### config.mk
export PLATFORM = sky130hd
export DESIGN_NAME = wrr4_sched
export DESIGN_NICKNAME = d
export VERILOG_FILES = /design/src/rtl/wrr4_pkg.sv /design/src/rtl/wrr4_pick.sv /design/src/rtl/wrr4_sched.sv
export SDC_FILE = /design/constraint.sdc
export NUM_CORES = 1
export LEC_CHECK = 0
export ABC_AREA = 1
export BUFFER_PORTS_ARGS = -buffer_cell sky130_fd_sc_hd__buf_2
export CORE_AREA = 2 2 60 62
export CTS_CLUSTER_DIAMETER = 100
export DETAILED_ROUTE_END_ITERATION = 10
export DIE_AREA = 0 0 62 64
export PLACE_DENSITY = 0.83
export SYNTH_ARGS = -nofsm -noshare
export SYNTH_HDL_FRONTEND = slang
export SYNTH_SLANG_ARGS = --single-unit
### constraint.sdc
create_clock -name clk -period 2.6 [get_ports clk]
set_clock_uncertainty 0.15 [all_clocks]
set_input_delay 0.39 -clock clk [delete_from_list [all_inputs] [get_ports clk]]
set_output_delay 0.39 -clock clk [all_outputs]
set_load 0.02 [all_outputs]
### src/rtl/wrr4_pkg.sv
// Shared definitions for the 4-port weighted round-robin scheduler and its picker.
package wrr4_pkg;
    localparam int PORTS = 4;
    localparam int IDX_W = 2;

    typedef enum logic [1:0] {
        IDLE = 2'd0,
        HEAD = 2'd1,
        BODY = 2'd2
    } state_e;
endpackage

### src/rtl/wrr4_pick.sv
// Combinational 4-way rotating-priority picker: first set req bit at ptr, ptr+1, ... wins.
module wrr4_pick
    import wrr4_pkg::*;
(
    input  logic [PORTS-1:0] req,
    input  logic [IDX_W-1:0] ptr,
    output logic             valid,
    output logic [IDX_W-1:0] idx
);
    always_comb begin
        valid = |req;
        idx   = ptr;
        // Scan from farthest to nearest so the nearest requester overwrites last.
        for (int i = PORTS - 1; i >= 0; i--) begin
            if (req[ptr + IDX_W'(i)]) idx = ptr + IDX_W'(i);
        end
    end
endmodule

### src/rtl/wrr4_sched.sv
// 4-input weighted round-robin AXI-Stream packet scheduler; w<n> packets per turn.
// Define WRR4_STATS_EN to add per-port forwarded-packet counters stat_pkts0..3.
module wrr4_sched
    import wrr4_pkg::*;
#(
    parameter int DATA_WIDTH   = 8,
    parameter int WEIGHT_WIDTH = 4,
    parameter int TLAST_ARB    = 1
) (
    input  logic                    clk,
    input  logic                    rst,
    input  logic [DATA_WIDTH-1:0]   s0_TDATA,
    input  logic                    s0_TVALID,
    output logic                    s0_TREADY,
    input  logic                    s0_TLAST,
    input  logic [DATA_WIDTH-1:0]   s1_TDATA,
    input  logic                    s1_TVALID,
    output logic                    s1_TREADY,
    input  logic                    s1_TLAST,
    input  logic [DATA_WIDTH-1:0]   s2_TDATA,
    input  logic                    s2_TVALID,
    output logic                    s2_TREADY,
    input  logic                    s2_TLAST,
    input  logic [DATA_WIDTH-1:0]   s3_TDATA,
    input  logic                    s3_TVALID,
    output logic                    s3_TREADY,
    input  logic                    s3_TLAST,
    input  logic [WEIGHT_WIDTH-1:0] w0,
    input  logic [WEIGHT_WIDTH-1:0] w1,
    input  logic [WEIGHT_WIDTH-1:0] w2,
    input  logic [WEIGHT_WIDTH-1:0] w3,
    output logic [DATA_WIDTH-1:0]   o_TDATA,
    output logic                    o_TVALID,
    input  logic                    o_TREADY,
`ifdef WRR4_STATS_EN
    output logic [15:0]             stat_pkts0,
    output logic [15:0]             stat_pkts1,
    output logic [15:0]             stat_pkts2,
    output logic [15:0]             stat_pkts3,
`endif
    output logic                    o_TLAST
);
    logic [PORTS-1:0][DATA_WIDTH-1:0]   s_data;
    logic [PORTS-1:0][WEIGHT_WIDTH-1:0] w_arr;
    logic [PORTS-1:0]                   s_valid, s_last, s_ready, eligible;

    assign s_data  = {s3_TDATA, s2_TDATA, s1_TDATA, s0_TDATA};
    assign s_valid = {s3_TVALID, s2_TVALID, s1_TVALID, s0_TVALID};
    assign s_last  = {s3_TLAST, s2_TLAST, s1_TLAST, s0_TLAST};
    assign w_arr   = {w3, w2, w1, w0};
    assign {s3_TREADY, s2_TREADY, s1_TREADY, s0_TREADY} = s_ready;

    state_e                  state_q, state_d;
    logic [IDX_W-1:0]        grant_q, grant_d, ptr_q, ptr_d;
    logic [WEIGHT_WIDTH-1:0] credit_q, credit_d;

    logic             pick_valid;
    logic [IDX_W-1:0] pick_idx;

    always_comb begin
        for (int n = 0; n < PORTS; n++) eligible[n] = s_valid[n] && (w_arr[n] != '0);
    end

    wrr4_pick u_pick (
        .req   (eligible),
        .ptr   (ptr_q),
        .valid (pick_valid),
        .idx   (pick_idx)
    );

    // Granted port is wired straight through; idle drives all zeros.
    always_comb begin
        o_TDATA  = '0;
        o_TVALID = 1'b0;
        o_TLAST  = 1'b0;
        s_ready  = '0;
        if (state_q != IDLE) begin
            o_TDATA           = s_data[grant_q];
            o_TVALID          = s_valid[grant_q];
            o_TLAST           = s_last[grant_q];
            s_ready[grant_q]  = o_TREADY;
        end
    end

    logic flit, last, pkt_end;
    assign flit    = o_TVALID && o_TREADY;
    assign last    = (TLAST_ARB != 0) ? o_TLAST : 1'b1;
    assign pkt_end = flit && last;

    always_comb begin
        state_d  = state_q;
        grant_d  = grant_q;
        ptr_d    = ptr_q;
        credit_d = credit_q;
        case (state_q)
            IDLE: begin
                if (pick_valid) begin
                    state_d  = HEAD;
                    grant_d  = pick_idx;
                    credit_d = w_arr[pick_idx];
                end
            end
            HEAD, BODY: begin
                if (pkt_end) begin
                    credit_d = credit_q - WEIGHT_WIDTH'(1);
                    if (credit_q <= WEIGHT_WIDTH'(1)) begin
                        state_d = IDLE;
                        ptr_d   = grant_q + IDX_W'(1);
                    end else begin
                        state_d = HEAD;
                    end
                end else if (flit) begin
                    state_d = BODY;
                end else if (state_q == HEAD && !s_valid[grant_q]) begin
                    // An idle port between packets gives up the rest of its turn.
                    state_d = IDLE;
                    ptr_d   = grant_q + IDX_W'(1);
                end
            end
            default: state_d = IDLE;
        endcase
    end

    always_ff @(posedge clk or posedge rst) begin
        if (rst) begin
            state_q  <= IDLE;
            grant_q  <= '0;
            ptr_q    <= '0;
            credit_q <= '0;
        end else begin
            state_q  <= state_d;
            grant_q  <= grant_d;
            ptr_q    <= ptr_d;
            credit_q <= credit_d;
        end
    end

`ifdef WRR4_STATS_EN
    logic [PORTS-1:0][15:0] cnt_q, cnt_d;

    always_comb begin
        cnt_d = cnt_q;
        if (pkt_end) cnt_d[grant_q] = cnt_q[grant_q] + 16'd1;
    end

    always_ff @(posedge clk or posedge rst) begin
        if (rst) cnt_q <= '0;
        else     cnt_q <= cnt_d;
    end

    assign stat_pkts0 = cnt_q[0];
    assign stat_pkts1 = cnt_q[1];
    assign stat_pkts2 = cnt_q[2];
    assign stat_pkts3 = cnt_q[3];
`endif
endmodule
==> summary.md <==
| Metric | Value |
|---|---|
| Static leakage | `about 1.1 nW` |
| Unrepaired setup endpoints after global routing | `false` |
| IO Port Bufs | `between 70 and 80` |
| FFs w/ async S/R, synth | `100%` |
| IR drop worst, VDD | `568 uV` |
| Die height | `64 um` |
| Total nets after synthesis | `321` |
| Post-CTS Setup Inserts | `0` |
| Relative slew slack | `between 70% and 80%` |
| Total gr overflow | `0` |
| Sink Count | `10` |
| Actual slew at the worst max-slew pin | `0.421 ns` |
| Chip width | `slightly above 60 um` |
| Most common library cells after synthesis | `nor2_1, nand2_1, nand3_1` |
| Reg2reg end | `credit_q[0]` |
| Warnings, synthesis | `0` |
| Synth area leaders | `dfrtp_1, nor2_1, nand2_1` |
| Final TNS setup | `0 ns` |
| CTS Buf Count | `3` |
| Final Max Slew Viols | `0` |
| Die ar. | `~0.0040 mm^2` |
| Largest net degree at the start of global routing | `16` |
| CP required | `2.06 ns` |
| Register area | `250 um^2` |
| Placer congestion estimate | `0.863` |
| CTS Root Cell | `clkbuf_4` |
| Post-DP HPWL | `3.34 mm` |
| Row cnt | `21` |
| Footprint of the multi-input gates | `0.00110 mm^2` |
| Ports | `73` |
| Fin nets | `395` |
| Critical Path Source Type | `register` |
| Initial antenna violation count | `0` |
| Power density cells | `approximately 1400 mW/mm^2` |
| Syn Inst Count | `253` |
| Top cell type's share of synthesized area | `approximately 17%` |
| Area growth, synth to finish | `30.6%` |
| CTS H-tree lvls | `1` |
| Final hold vios | `0` |
| Post-DRT Antenna Nets | `0` |
| First-pass GRT wire length | `6.45 mm` |
| Final period utilization | `~87%` |
| Final-report setup violation count | `0` |
| Outcome | `completed` |
| Worst Hold Class | `reg2reg` |
| Gr usage total | `20.3%` |
| Reg-to-Reg Start | `grant_q[0]` |
| WL final | `between 4 and 5 mm` |
| Top cell type by total area after synthesis | `dfrtp_1` |
| Diode count | `0` |
| Via count | `1861` |
| Fillcell total | `327` |
| R2R Setup Slk | `0.39 ns` |
| Post-Syn Area per Cell | `slightly below 6 um^2` |
| Mean routed wirelength per cell | `approximately 11 um` |
| Clk_lat worst skew | `about 0.27 ns` |
| Layout cell share with drive strength beyond 1 | `30.1%` |
| Vias in the first global route | `1574` |
| HP Start | `credit_q[1]` |
| Post-synthesis register bit count | `10` |
| Synth Cell Area | `between 0.001 and 0.0015 mm^2` |
| Netlist cell types | `30` |
| Initial DRC Count | `120` |
| DR vias/cell | `5.00` |
| CORE AREA | `~0.0033 mm^2` |
| Crit path capture | `o_TVALID` |
| Max clock buf depth | `2` |
| Worst r2r path cells | `8` |
| Fmax | `443 MHz` |
| Critical path endpoint category | `primary output` |
| Reg clk slew, reported paths | `0.06 ns` |
| Drt pass-1 iters | `4` |
| Top FF cell, synth | `dfrtp_1` |
| CP startpoint | `grant_q[0]` |
| Count leader, synth | `nor2_1` |
| TritonCTS clock tree | `built` |
| Worst Path Class, Setup | `reg2out` |
| Final Power | `between 0.002 and 0.003 W` |
| Post-synth EDFFs | `0` |
| Period minus WS final | `2.26 ns` |
| Sequential-to-total area share from yosys stat | `17.0%` |
| Worst-path fanout max | `12` |
| Initial Util | `44.9%` |
| Residual DRC | `0` |
| Max cap viols | `0` |
| CP Data Arrival Time | `1.72 ns` |
==> worst min-delay path by stage <==
stage                        to  slack [ns]  cells after the start
CTS                 credit_q[1]        0.37                      2
global placement    credit_q[2]        0.23                      2
detailed placement  credit_q[1]        0.23                      2
floorplan           credit_q[0]        0.08                      1
global route        credit_q[1]        0.42                      2
finish              credit_q[1]        0.36                      2
==> sequential cells by signal (all words and copies together), names as in the netlist <==
name	cells
credit_q	4
state_q	2
ptr_q	2
grant_q	2
==> metrics by stage <==
stage               cell area (um^2)  hold slack [ns]  cells  utilization (%)  setup slack, ns
finish                          1930            0.364    372             58.7            0.340
detailed placement              1880            0.233    367             57.3            0.413
global route                    1930            0.419    372             58.7            0.128
global placement                1880            0.231    367             57.3            0.457
CTS                             1930            0.365    372             58.7            0.348
floorplan                       1480           0.0802    253                -            0.601
==> cell usage in the layout, fill, tap and decap left out, drive strengths merged, types with 2 or more instances in the layout <==
master and count:
buf 76, nand2 60, nor2 58, nand3 32, o21ai 27, inv 21, a21oi 17, dfrtp 10
ha 9, clkbuf 4, o22ai 2, o31ai 2, nor3 2
==> critical path: stages (launching register included) <==
cell and delay [ns]:
dfrtp_1 0.47, inv_1 0.29, nand2_1 0.09, a32o_1 0.27
nor2_1 0.14, buf_2 0.19
==> final cells by class <==
| cell class | count | area share (%) |
|---|---|---|
| inverter | 21 | 4.35 |
| sequential | 10 | 13.0 |
| multi-input combinational | 214 | 57.0 |
| tap | 46 | 2.99 |
| timing repair buffer | 77 | 20.8 |
| clock buffer | 4 | 1.88 |
==> logic make-up after synthesis <==
kind of cell,count (synthesis),synth area share [%]
buf+inv,29,8.57
flops,10,17.0
simple gates,153,46.2
fa+ha+maj,9,7.63
compound gates,52,20.6
==> power by group <==
group	leakage (nW)	switching [W]	internal, W
logic	0.918	0.00138	0.000745
registers	0.118	0.0000994	0.000243
clock network	0.0210	0.0000536	0.0000851
total	1.06	0.00153	0.00107
==> what timing repair did <==
| action | 4_1_cts | 5_1_grt |
|---|---|---|
| endpoints found under the hold margin | 10 | 0 |
| setup endpoints to repair | 0 | 0 |
| hold buffers | 1 | 0 |
| gates resized for setup | 0 | 0 |
==> routing by layer <==
layer / GRT usage [%] / up-vias / routed length (um)
met5: 0 / - / 0
met2: 34.4 / 75 / 1830
met3: 2.43 / 2 / 334
li1: - / 980 / -
met1: 27.5 / 804 / 1930
met4: 3.19 / 0 / 14
Power figures use the tool's default switching activity.
